[src/rtl/hpm_event_counters.sv]
// rtl/hpm_event_counters.sv - programmable hardware performance event counters
//
// Ports:
//   clk_i, rst_ni   clock and asynchronous active-low reset
//   debug_mode_i    1 suspends all counting; register access still works
//   events_i        per-event increment amounts, INC_WIDTH bits per slot
//   addr_i, we_i,   SRAM-like register port; a write lands at the next edge
//   data_i
//   data_o          read data for addr_i, combinational from registered state
//   irq_o           registered overflow interrupt
module hpm_event_counters #(
    parameter int NUM_COUNTERS = 8,
    parameter int NUM_EVENTS   = 16,
    parameter int CNT_WIDTH    = 64,
    parameter int INC_WIDTH    = 2
) (
    input  logic                             clk_i,
    input  logic                             rst_ni,
    input  logic                             debug_mode_i,
    input  logic [NUM_EVENTS*INC_WIDTH-1:0]  events_i,
    input  logic [5:0]                       addr_i,
    input  logic                             we_i,
    input  logic [63:0]                      data_i,
    output logic [63:0]                      data_o,
    output logic                             irq_o
);

    localparam logic [5:0] ADDR_INHIBIT = 6'd32;
    localparam logic [5:0] ADDR_OVF     = 6'd33;
    localparam logic [5:0] ADDR_IRQ_EN  = 6'd34;

    logic [CNT_WIDTH-1:0]    cnt_q     [NUM_COUNTERS];
    logic [CNT_WIDTH-1:0]    cnt_d     [NUM_COUNTERS];
    logic [7:0]              code_q    [NUM_COUNTERS];
    logic [7:0]              code_d    [NUM_COUNTERS];
    logic [NUM_COUNTERS-1:0] freeze_q, freeze_d;
    logic [NUM_COUNTERS-1:0] inhibit_q, inhibit_d;
    logic [NUM_COUNTERS-1:0] ovf_q, ovf_d;
    logic [NUM_COUNTERS-1:0] irq_en_q, irq_en_d;
    logic [NUM_COUNTERS-1:0] ovf_set;
    logic [NUM_COUNTERS-1:0] wr_cnt;
    logic                    irq_q;

    logic [INC_WIDTH-1:0]    evt       [NUM_EVENTS];
    logic [INC_WIDTH-1:0]    inc       [NUM_COUNTERS];
    logic [CNT_WIDTH:0]      sum       [NUM_COUNTERS];

    // Only the low bits of a write are architectural; the rest is ignored.
    logic unused_data;
    assign unused_data = ^data_i;

    always_comb begin
        for (int e = 0; e < NUM_EVENTS; e++) begin
            evt[e] = events_i[e*INC_WIDTH +: INC_WIDTH];
        end

        ovf_set   = '0;
        wr_cnt    = '0;
        freeze_d  = freeze_q;
        inhibit_d = inhibit_q;
        irq_en_d  = irq_en_q;

        for (int i = 0; i < NUM_COUNTERS; i++) begin
            code_d[i] = code_q[i];

            // Codes 0 and anything above NUM_EVENTS select no slot, so inc stays 0.
            inc[i] = '0;
            for (int e = 0; e < NUM_EVENTS; e++) begin
                if (int'(code_q[i]) == e + 1) begin
                    inc[i] = evt[e];
                end
            end
            if (inhibit_q[i] || debug_mode_i || (freeze_q[i] && ovf_q[i])) begin
                inc[i] = '0;
            end

            // One extra bit on the sum captures the carry out of CNT_WIDTH.
            sum[i] = {1'b0, cnt_q[i]} + {{(CNT_WIDTH + 1 - INC_WIDTH){1'b0}}, inc[i]};

            wr_cnt[i] = we_i && (addr_i == 6'(i));
            if (wr_cnt[i]) begin
                // A CPU write beats the increment and suppresses its overflow.
                cnt_d[i] = data_i[CNT_WIDTH-1:0];
            end else begin
                cnt_d[i]   = sum[i][CNT_WIDTH-1:0];
                ovf_set[i] = sum[i][CNT_WIDTH];
            end

            if (we_i && (addr_i == 6'(16 + i))) begin
                code_d[i]   = data_i[7:0];
                freeze_d[i] = data_i[8];
            end
        end

        if (we_i && addr_i == ADDR_INHIBIT) inhibit_d = data_i[NUM_COUNTERS-1:0];
        if (we_i && addr_i == ADDR_IRQ_EN)  irq_en_d  = data_i[NUM_COUNTERS-1:0];

        // Clear first, then set: a fresh overflow wins over a same-cycle W1C.
        ovf_d = ovf_q;
        if (we_i && addr_i == ADDR_OVF) ovf_d = ovf_d & ~data_i[NUM_COUNTERS-1:0];
        ovf_d = ovf_d | ovf_set;
    end

    always_ff @(posedge clk_i or negedge rst_ni) begin
        if (!rst_ni) begin
            for (int i = 0; i < NUM_COUNTERS; i++) begin
                cnt_q[i]  <= '0;
                code_q[i] <= '0;
            end
            freeze_q  <= '0;
            inhibit_q <= '0;
            ovf_q     <= '0;
            irq_en_q  <= '0;
            irq_q     <= 1'b0;
        end else begin
            for (int i = 0; i < NUM_COUNTERS; i++) begin
                cnt_q[i]  <= cnt_d[i];
                code_q[i] <= code_d[i];
            end
            freeze_q  <= freeze_d;
            inhibit_q <= inhibit_d;
            ovf_q     <= ovf_d;
            irq_en_q  <= irq_en_d;
            // Built from next-state values so irq rises with the status bit.
            irq_q     <= |(ovf_d & irq_en_d);
        end
    end

    assign irq_o = irq_q;

    always_comb begin
        data_o = '0;
        for (int i = 0; i < NUM_COUNTERS; i++) begin
            if (addr_i == 6'(i))      data_o = 64'(cnt_q[i]);
            if (addr_i == 6'(16 + i)) data_o = {55'd0, freeze_q[i], code_q[i]};
        end
        if (addr_i == ADDR_INHIBIT) data_o = 64'(inhibit_q);
        if (addr_i == ADDR_OVF)     data_o = 64'(ovf_q);
        if (addr_i == ADDR_IRQ_EN)  data_o = 64'(irq_en_q);
    end

endmodule

[config.mk]
export PLATFORM = sky130hd
export DESIGN_NAME = hpm_event_counters
export DESIGN_NICKNAME = d
export VERILOG_FILES = /design/src/rtl/hpm_event_counters.sv
export SDC_FILE = /design/constraint.sdc
export NUM_CORES = 2
export LEC_CHECK = 0
export BUFFER_PORTS_ARGS = -buffer_cell sky130_fd_sc_hd__buf_2
export CAP_MARGIN = 40
export CORE_ASPECT_RATIO = 2
export CORE_MARGIN = 3
export CORE_UTILIZATION = 40
export DETAILED_ROUTE_END_ITERATION = 16
export GPL_ROUTABILITY_DRIVEN = 0
export PLACE_DENSITY_LB_ADDON = 0.15
export RECOVER_POWER = 25
export SLEW_MARGIN = 20
export SYNTH_ARGS = -nofsm -noshare
export SYNTH_HDL_FRONTEND = slang
export SYNTH_SLANG_ARGS = --single-unit
[constraint.sdc]
create_clock -name clk_i -period 4.62 [get_ports clk_i]
set_input_delay 0.462 -clock clk_i [delete_from_list [all_inputs] [get_ports clk_i]]
set_output_delay 0.462 -clock clk_i [all_outputs]
set_load 0.03 [all_outputs]
==> out/metrics.yaml <==
power.share.combinational: 0.197
hp-start: "data_i[63]"
cts-htree-levels: 2
drc: 0
routed_wl_um: 172000
min_period_ps: 4420
dpl_cell_area_sq_mm: 0.0418
drt_iter0_drc: 3445
die_area_sq_mm: 0.101
dpl.hpwl_um: 128000
worstPathMaxFanout: 14
syn-cell-area_sq_mm: 0.0387
r2r-start: "code_q[32]"
synthDominantCellAreaShare: 0.394
fin_crit_sh: 0.958
cts_tree: "built"
drive_above_1_share: 0.147
wl_per_cell_um: 28.7
r2r_end: "irq_o"
synth_top_area_cell: "dfrtp_1"
cts_sinks: 609
numPortBuffers: 170
setup_viol: 0
die_h_um: 446
ant_nets: 0
core_area_sq_mm: 0.0955
mostFrequentLayoutCell: "nor2_1"
final_util: 0.459
numCtsBuffers: 60
crit_arrival_ps: 5040
skew_ps: 30.4
synth-seq-cells: 609
initial_core_util: 0.405
pwr-share-clk: 0.316
path_class: "reg2reg"
syn_nets: 4731
die-width_um: 226
cp-start-kind: "register"
rows: 160
layout.cells.non_filler: 6003
final_area_sq_mm: 0.0439
synth-main-ff-cell: "dfrtp_1"
slew_headroom: -0.601
clock.fmax_ghz: 0.226
pin_count: 171
grt_antenna_before_repair: 5
clk-insertion-delay-late_ps: 680
avgSynthCellArea_sq_um: 8.41
critPathRequiredTime_ps: 5230
cts_buffer_depth: 3
tightest_slew_ps: 2400
reg2reg_depth: 14
ys_seq_area_frac: 0.394
yosys_warnings: 0
fin_nets: 4867
viasPerCell: 6.16
power_leakage_uw: 0.0178
layout_common_cells: "nor2_1, dfrtp_1, nand2_1"
clockRootBuffer: "clkbuf_16"
dpl.cell_count: 5884
regToRegSetupSlack_ps: 200
intPower_uw: 10800
seqPwrFrac: 0.487
num_vias: 37000
synth_cells: 4601
hold_viol_final: 0
violations: "max-capacitance violations, max-slew violations"
slew_viol_final: 143
min_to: "cnt_q[255]"
ir_worst_vdd_mv: 0.287
synth_area_leaders: "dfrtp_1, xor2_1, nor2_1"
dr.pass1.iters: 6
syn2layout_area_growth_pct: 13.4
ys_types: 77
switchingPower_uw: 5720
p_sw_frac: 0.346
grt_pass1_wl_um: 250000
track_usage: 0.339
status: "complete, but fails checks"
synth_edf_count: 0
worstSetupEndpointType: "register"
hold_depth: 3
grt_pass1_vias: 37200
path_clk_slew_ps: 70
grt_remaining_overflow: 0
min_path_type: "in2reg"
power_density_mw_per_mm2: 376
grt_max_degree: 109
synthArstFlopShare: 1.00
cap_violations: 2
[final cells by class]
| type | instances | area, sq um |
|---|---|---|
| fill | 9561 | 51600 |
| multi-input combinational | 3603 | 22100 |
| sequential | 609 | 15200 |
| timing repair buffer | 405 | 2740 |
| clock buffer | 87 | 1780 |
| tap | 1215 | 1520 |
| clock inverter | 20 | 218 |
| inverter | 58 | 218 |
| antenna | 6 | 15.0 |
[routing by layer]
| layer | vias to the layer above | part of all wire | track usage |
|---|---|---|---|
| met5 | - | 0.00016 | 0 |
| met4 | 4 | 0.11 | 0.306 |
| met3 | 736 | 0.060 | 0.0606 |
| met2 | 1699 | 0.50 | 0.592 |
| met1 | 18000 | 0.33 | 0.338 |
| li1 | 16600 | - | - |
[timing repair]
item,4_1_cts,5_1_grt
buffers inserted,0,3
hold endpoints to repair,74,0
hold buffers,1,0
resized for setup,1,19
setup endpoints to repair,3,70
pin swaps,0,1
[how the worst max path moves through the flow]
stage	start	end	slack, ps	depth (start not counted)
finish	code_q[32]	irq_o	200	14
detailed placement	code_q[25]	cnt_q[218]	-30	18
global route	code_q[55]	cnt_q[442]	-30	17
floorplan	code_q[25]	cnt_q[248]	290	16
global placement	code_q[25]	cnt_q[252]	-20	17
CTS	code_q[25]	cnt_q[218]	60	18
[flip-flops by register name, indices dropped and copies added, names as in the netlist]
name       count
cnt_q        512
code_q        64
freeze_q       8
inhibit_q      8
irq_en_q       8
irq_o          1
ovf_q          8
[cell families after synthesis]
group	synth area share
flops	0.394
simple gates	0.225
compound gates	0.161
buf+inv	0.0400
xor+xnor	0.113
mux	0.0574
fa+ha+maj	0.00932
[through the flow]
stage	hold WS (ps)	setup WS (ps)	total power [uW]	TNS, ps
2_1_floorplan	166	294	9730	0
3_3_place_gp	518	-21.1	11200	-52.7
3_5_place_dp	528	-25.2	11300	-25.2
4_1_cts	116	60.0	16500	0
5_1_grt	147	-32.6	17200	-83.3
6_report	143	196	16500	0
[power groups by stage]
stage	clock network [uW]	registers, uW	logic [uW]
after floorplan	0	7410	2330
after global placement	0	8080	3100
after detailed placement	0	8090	3160
after CTS	5300	8000	3190
after global routing	5490	8180	3560
final	5220	8050	3250
[cells in the mapped netlist, types with 4 or more instances]
master,count
nand3_1,242
and3_1,94
fa_1,8
mux2i_1,43
xor2_1,291
a31oi_1,13
o21ai_0,201
a222oi_1,38
or3_1,11
o32ai_1,4
o22ai_1,46
nand3b_1,4
a211oi_1,13
o221ai_1,9
a2111oi_0,8
dfrtp_1,609
nand2b_1,20
o31ai_1,7
a221o_1,13
mux4_2,12
nand4_1,125
xnor2_1,206
a221oi_1,45
clkbuf_2,54
inv_1,58
buf_1,41
nor3_1,69
or2_2,10
a22oi_1,85
a211o_1,6
a21o_1,15
nor3b_1,9
and2_1,20
a21oi_1,440
or4_1,6
nand2_1,497
and4_1,39
clkbuf_1,231
nor4_1,43
nor2_1,637
nor2b_1,27
o211ai_1,14
ha_1,16
a22o_1,34
mux2_2,135
[worst max-delay path, cell delays in order (launching register included)]
cell and delay [ps]:
dfrtp_1 750, mux4_2 350, mux4_2 240, nand2_1 60, a21oi_1 280, ha_1 260, fa_1 290, nand3_1 150
nor2_1 230, and4_1 530, nand3_1 180, nor2_1 310, nand4_1 270, o221a_2 380, nand3_1 70
Note: power is estimated with default switching activity, not from simulation.
